File: src/rtl/snake_pkg.sv
// Shared types and constants for the snake LED stepper.
package snake_pkg;

  localparam int SPEED_W = 2;
  localparam logic [SPEED_W-1:0] SPD_SHIFT = 2'd3;

  typedef enum logic [1:0] {
    IDLE = 2'd0,
    RUN  = 2'd1,
    STEP = 2'd2
  } state_t;

endpackage

File: src/rtl/snake_step_ctrl_if.sv
// Control/status bundle between the snake stepper and its user.
interface snake_step_ctrl_if #(
  parameter int CNT_MAX = 8
);
  import snake_pkg::*;

  logic               run;
  logic               step_req;
  logic [SPEED_W-1:0] speed;
  logic               dir;
  logic [3:0]         head;
  logic [CNT_MAX-1:0] led;
  logic               step;
  logic               wrap;
  logic               busy;

  modport master (
    output run, step_req, speed, dir,
    input  head, led, step, wrap, busy
  );

  modport slave (
    input  run, step_req, speed, dir,
    output head, led, step, wrap, busy
  );

endinterface

File: src/rtl/step_prescaler.sv
// Loadable down-counter that parks at zero and flags it.
module step_prescaler #(
  parameter int W = 26
) (
  input  logic         clk,
  input  logic         rst,
  input  logic         i_load,
  input  logic         i_dec,
  input  logic         i_clr,
  input  logic [W-1:0] i_val,
  output logic         o_zero
);

  logic [W-1:0] r_cnt;

  always_ff @(posedge clk or posedge rst) begin
    if (rst)
      r_cnt <= '0;
    else if (i_clr)
      r_cnt <= '0;
    else if (i_load)
      r_cnt <= i_val;
    else if (i_dec && r_cnt != '0)
      r_cnt <= r_cnt - W'(1);
  end

  assign o_zero = (r_cnt == '0);

endmodule

File: src/rtl/snake_step_ctrl.sv
// Snake LED stepper: IDLE/RUN/STEP sequencer, head position and body mask.
module snake_step_ctrl
  import snake_pkg::*;
#(
  parameter int CNT_MAX  = 8,
  parameter int LEN      = 3,
  parameter int BASE_DIV = 2500000,
  parameter int PRESC_W  = 26
) (
  input logic              clk,
  input logic              rst,
  snake_step_ctrl_if.slave bus
);

  state_t r_state, w_nxt;
  logic w_load, w_dec, w_clr, w_adv, w_zero;
  logic [PRESC_W-1:0] w_p, w_load_val;
  logic [3:0] r_head, w_head_nxt;
  logic [CNT_MAX-1:0] r_led, w_led_nxt;
  logic r_step, r_wrap, r_busy;
  logic w_wrap_nxt, w_hi, w_lo;

  // Period P; the counter runs P-2..0 so STEP+RUN spans exactly P cycles.
  assign w_p        = PRESC_W'(BASE_DIV) << (SPD_SHIFT - bus.speed);
  assign w_load_val = w_p - PRESC_W'(2);

  step_prescaler #(.W(PRESC_W)) u_presc (
    .clk   (clk),
    .rst   (rst),
    .i_load(w_load),
    .i_dec (w_dec),
    .i_clr (w_clr),
    .i_val (w_load_val),
    .o_zero(w_zero)
  );

  always_comb begin
    w_nxt  = r_state;
    w_load = 1'b0;
    w_dec  = 1'b0;
    w_clr  = 1'b0;
    w_adv  = 1'b0;
    unique case (r_state)
      IDLE: begin
        if (bus.run) begin
          w_nxt  = RUN;
          w_load = 1'b1;
        end else if (bus.step_req) begin
          w_nxt = STEP;
          w_adv = 1'b1;
        end
      end
      RUN: begin
        if (!bus.run) begin
          w_nxt = IDLE;
          w_clr = 1'b1;
        end else if (w_zero) begin
          w_nxt = STEP;
          w_adv = 1'b1;
        end else begin
          w_dec = 1'b1;
        end
      end
      STEP: begin
        if (bus.run) begin
          w_nxt  = RUN;
          w_load = 1'b1;
        end else begin
          w_nxt = IDLE;
        end
      end
      default: w_nxt = IDLE;
    endcase
  end

  assign w_hi = (r_head == 4'(CNT_MAX - 1));
  assign w_lo = (r_head == 4'd0);

  always_comb begin
    if (!bus.dir) begin
      w_wrap_nxt = w_hi;
      w_head_nxt = w_hi ? 4'd0 : r_head + 4'd1;
    end else begin
      w_wrap_nxt = w_lo;
      w_head_nxt = w_lo ? 4'(CNT_MAX - 1) : r_head - 4'd1;
    end
  end

  // Body trails below the new head regardless of travel direction.
  always_comb begin
    w_led_nxt = '0;
    for (int k = 0; k < LEN; k++) begin
      int idx;
      idx = (int'(w_head_nxt) + CNT_MAX - k) % CNT_MAX;
      w_led_nxt = w_led_nxt | (CNT_MAX'(1) << idx);
    end
  end

  always_ff @(posedge clk or posedge rst) begin
    if (rst) begin
      r_state <= IDLE;
      r_head  <= '0;
      r_led   <= '0;
      r_step  <= 1'b0;
      r_wrap  <= 1'b0;
      r_busy  <= 1'b0;
    end else begin
      r_state <= w_nxt;
      r_step  <= w_adv;
      r_wrap  <= w_adv & w_wrap_nxt;
      r_busy  <= (w_nxt != IDLE);
      if (w_adv) begin
        r_head <= w_head_nxt;
        r_led  <= w_led_nxt;
      end
    end
  end

  assign bus.head = r_head;
  assign bus.led  = r_led;
  assign bus.step = r_step;
  assign bus.wrap = r_wrap;
  assign bus.busy = r_busy;

endmodule

File: src/flat_wrapper.sv
// flat-port wrapper written by rule: the top's interface ports become plain ports
module snake_step_ctrl_flat import snake_pkg::*;
#(
  parameter int CNT_MAX  = 8,
  parameter int LEN      = 3,
  parameter int BASE_DIV = 2500000,
  parameter int PRESC_W  = 26
)
  (clk, rst, bus_run, bus_step_req, bus_speed, bus_dir, bus_head, bus_led, bus_step, bus_wrap, bus_busy);
  snake_step_ctrl_if #(.CNT_MAX(CNT_MAX)) bus_i ();
  input logic clk;
  input logic rst;
  input wire logic [$bits(bus_i.run)-1:0] bus_run;
  input wire logic [$bits(bus_i.step_req)-1:0] bus_step_req;
  input wire logic [$bits(bus_i.speed)-1:0] bus_speed;
  input wire logic [$bits(bus_i.dir)-1:0] bus_dir;
  output wire logic [$bits(bus_i.head)-1:0] bus_head;
  output wire logic [$bits(bus_i.led)-1:0] bus_led;
  output wire logic [$bits(bus_i.step)-1:0] bus_step;
  output wire logic [$bits(bus_i.wrap)-1:0] bus_wrap;
  output wire logic [$bits(bus_i.busy)-1:0] bus_busy;
  assign bus_i.run = bus_run;
  assign bus_i.step_req = bus_step_req;
  assign bus_i.speed = bus_speed;
  assign bus_i.dir = bus_dir;
  assign bus_head = bus_i.head;
  assign bus_led = bus_i.led;
  assign bus_step = bus_i.step;
  assign bus_wrap = bus_i.wrap;
  assign bus_busy = bus_i.busy;
  snake_step_ctrl #(.CNT_MAX(CNT_MAX), .LEN(LEN), .BASE_DIV(BASE_DIV), .PRESC_W(PRESC_W)) u_core (.clk(clk), .rst(rst), .bus(bus_i));
endmodule
File: config.mk
export PLATFORM = sky130hd
export DESIGN_NAME = snake_step_ctrl_flat
export DESIGN_NICKNAME = d
export VERILOG_FILES = /design/src/rtl/snake_pkg.sv /design/src/rtl/snake_step_ctrl_if.sv /design/src/rtl/step_prescaler.sv /design/src/rtl/snake_step_ctrl.sv /design/src/flat_wrapper.sv
export SDC_FILE = /design/constraint.sdc
export NUM_CORES = 1
export LEC_CHECK = 0
export BUFFER_PORTS_ARGS = -buffer_cell sky130_fd_sc_hd__clkbuf_2
export CAP_MARGIN = 20
export CORE_MARGIN = 2
export CORE_UTILIZATION = 60
export CTS_BUF_LIST = sky130_fd_sc_hd__clkbuf_4 sky130_fd_sc_hd__clkbuf_8
export DETAILED_ROUTE_END_ITERATION = 6
export GPL_ROUTABILITY_DRIVEN = 0
export HOLD_SLACK_MARGIN = 0.12
export PLACE_DENSITY = 0.86
export SLEW_MARGIN = 40
export SYNTH_ARGS = -nofsm -noshare
export SYNTH_HDL_FRONTEND = slang
export SYNTH_SLANG_ARGS = --single-unit
File: constraint.sdc
create_clock -name clk -period 6.9 [get_ports clk]
set_input_delay 2.07 -clock clk [delete_from_list [all_inputs] [get_ports clk]]
set_output_delay 2.07 -clock clk [all_outputs]
set_load 0.05 [all_outputs]
==> flow_summary.json <==
{
  "critical_path.max_stage_delay_ns": 0.53,
  "cp_cell_sequence": "clkbuf_2, nor4bb_1, and4b_1, a31oi_4, inv_1, mux2_2",
  "first_iter_violations": 386,
  "outcome": "complete, no violations",
  "postRouteWirelength_um": 7520,
  "ys_ff_latch": 43,
  "path_buf_inv": 2,
  "core_area_um2": 4790,
  "p_leak_nw": 1.39,
  "ir_worst_vdd_v": 0.000418,
  "grt_pass1_vias": 2490,
  "synthesis.nets": 362,
  "ys.flop_type": "dfrtp_1",
  "die_height_um": 74.8,
  "finalHoldViolCount": 0,
  "setup_viol": 0,
  "fin_skew_ns": 0.0109,
  "syn_inst": 341,
  "synth-edff-count": 0,
  "clkSinkCount": 43,
  "end_kind": "flip-flop",
  "layout_min_cycle_time_ns": 4.29,
  "synth_area_um2": 3010,
  "path_depth": 6,
  "cts_max_level": 2,
  "cts_root_buf": "clkbuf_8",
  "gr-usage-all-layers_pct": 28.5,
  "detail_route.wl_per_cell_um": 18.0,
  "diodes": 0,
  "synth.avg_cell_area_um2": 8.82,
  "r2r_slack_ns": 4.08,
  "grt_pass1_wl_um": 12300,
  "portBuffers": 21,
  "r2r_cells": 5,
  "hold_depth": 2,
  "grt_max_degree": 44,
  "post-cts-setup-buffer-count": 0,
  "worstHoldPathType": "reg2reg",
  "num_vias": 2811,
  "post_cts_resized": 0,
  "crit_path_top_delay_cell": "clkbuf_2",
  "power_density_nw_per_um2": 323,
  "cp.arrival_ns": 4.47,
  "antenna_found_initial": 0,
  "drive_gt1_share_pct": 13.1,
  "cts_tree": "done",
  "rr_endpoint": "u_core.bus.led[3]",
  "dpl.hpwl_um": 5130,
  "fin_setup_tns_ns": 0,
  "path_class": "in2reg",
  "viasPerCell": 6.74,
  "max_freq_ghz": 0.233,
  "clk_pin_slew_ns": 0.08,
  "clk_latency_ns": 0.30,
  "cts_buffers": 5,
  "cts_max_path_buffers": 2,
  "path_max_fanout": 35,
  "area_growth_pct": 6.66,
  "yosysSeqAreaShare_pct": 35.8,
  "grt.overflow.total": 0,
  "ant_nets": 0,
  "total_power_mw": 1.04,
  "critPathLaunch": "bus_run",
  "rows": 25,
  "tightest_slew_ns": 0.888,
  "fin_crit_sh_pct": 62.2,
  "dr.pass1.iters": 5,
  "drc": 0,
  "start_util_pct": 62.8,
  "fin_nets": 370,
  "ctsHoldBuffers": 0,
  "fin_cells": 417,
  "drv_slew": 0,
  "yosysWarnings": 0,
  "fin_util_pct": 67.0,
  "rsz0062_at_grt": "no",
  "synth_cell_types": 72,
  "placed_cells": 409,
  "cp-start-kind": "primary input",
  "cp_top_family": "simple AND/OR/NAND/NOR gates",
  "die-area_um2": 5590,
  "top_level_ports": 22,
  "reg2reg_from": "u_core.u_presc.r_cnt[4]",
  "endpoint": "u_core.bus.led[3]",
  "maxCapViolations": 0,
  "async_flop_share_pct": 100,
  "die_width_um": 74.8,
  "cp.required_ns": 7.08,
  "slew_headroom_pct": 40.8
}
==> logic make-up after synthesis <==
kind of cell / after synthesis / synth area share, %
AND/OR/NAND/NOR: 124 / 21.8
AO/OA/AOI/OAI: 107 / 25.1
flip-flops: 43 / 35.8
buffers and inverters: 38 / 6.49
adder cells (fa/ha/maj): 14 / 5.83
multiplexers: 8 / 2.79
XOR/XNOR: 7 / 2.29
==> final cells by class <==
cell class                 instances  area (µm²)
tap                               67        83.8
inverter                          17        66.3
fill                             372        1580
sequential                        43        1080
clock buffer                       6        82.6
clock inverter                     2        35.0
timing repair buffer              22         113
multi-input combinational        260        1750
==> synthesized netlist by cell type, types with 4 or more instances <==
cell type | n | area, µm²
dfrtp_1 | 43 | 1080
and2_1 | 4 | 25.0
o22ai_1 | 6 | 37.5
nand4_1 | 4 | 25.0
a31oi_1 | 6 | 37.5
buf_2 | 4 | 20.0
nor3_1 | 15 | 75.1
o21ai_0 | 22 | 110
nand3_1 | 11 | 55.1
mux2i_1 | 5 | 50.1
o21ai_1 | 6 | 30.0
nor2_1 | 21 | 78.8
nor4_1 | 7 | 43.8
xor2_1 | 4 | 35.0
nand2_1 | 38 | 143
inv_1 | 17 | 63.8
ha_1 | 14 | 175
clkbuf_1 | 9 | 33.8
or3_1 | 4 | 25.0
o31ai_1 | 4 | 30.0
a21oi_1 | 15 | 75.1
a22o_1 | 4 | 35.0
==> sequential cells by signal (all words and copies together) (netlist names) <==
| name | flops |
|---|---|
| u_core.r_state | 2 |
| u_core.bus.wrap | 1 |
| u_core.bus.head | 4 |
| u_core.u_presc.r_cnt | 26 |
| u_core.bus.led | 8 |
| u_core.bus.step | 1 |
| u_core.bus.busy | 1 |
==> report_power, final <==
group / switching [mW] / total, mW / internal [mW] / leakage, nW
Clock: 0.0871 / 0.204 / 0.117 / 0.0612
Combinational: 0.324 / 0.476 / 0.152 / 0.796
Sequential: 0.0566 / 0.356 / 0.299 / 0.537
Total: 0.468 / 1.04 / 0.569 / 1.39
==> per-stage QoR <==
step | instance area [µm²] | hold WS (ns) | setup WS (ns)
2_1_floorplan | 3010 | 0.471 | 3.08
3_5_place_dp | 3070 | 0.481 | 2.22
4_1_cts | 3190 | 0.503 | 2.52
3_3_place_gp | 3070 | 0.477 | 2.37
5_1_grt | 3210 | 0.522 | 2.46
6_report | 3210 | 0.499 | 2.61
==> layer usage <==
layer  vias up  track usage (%)  part of all wire (%)
met1      1336             44.0                    43
met3        22             4.28                   9.9
met4         0             8.53                   2.4
met2       171             41.6                    44
met5         -                0                     0
li1       1282                -                     -
==> layout by cell type, fill, tap and decap left out, types with 5 or more instances in the layout <==
master,synthesis,layout
a21oi_1,15,15
o22ai_1,6,6
nor2_1,21,21
clkbuf_8,0,6
nor4_1,7,6
nor3_1,15,15
inv_1,17,16
o21ai_0,22,22
dfrtp_1,43,43
nand2_1,38,38
a31oi_1,6,6
clkbuf_2,1,21
mux2i_1,5,5
nand3_1,11,11
o21ai_1,6,6
ha_1,14,14
==> how the worst min path moves through the flow <==
stage | end | start | slack (ns)
2_1_floorplan | u_core.u_presc.r_cnt[24] | u_core.u_presc.r_cnt[24] | 0.47
3_3_place_gp | u_core.bus.led[5] | u_core.bus.led[5] | 0.48
3_5_place_dp | u_core.bus.led[2] | u_core.bus.led[2] | 0.48
4_1_cts | u_core.bus.led[5] | u_core.bus.led[5] | 0.50
5_1_grt | u_core.bus.led[2] | u_core.bus.led[2] | 0.52
6_report | u_core.bus.led[1] | u_core.bus.led[1] | 0.50
==> tightest hold or removal path: cells and delay by family (launching register included) <==
family / cells / cell delay (ns)
DFF: 1 / 0.35
AOI/OAI and AO/OA: 1 / 0.06
and+or+nand+nor: 1 / 0.05
(Power assumes the default switching activity.)
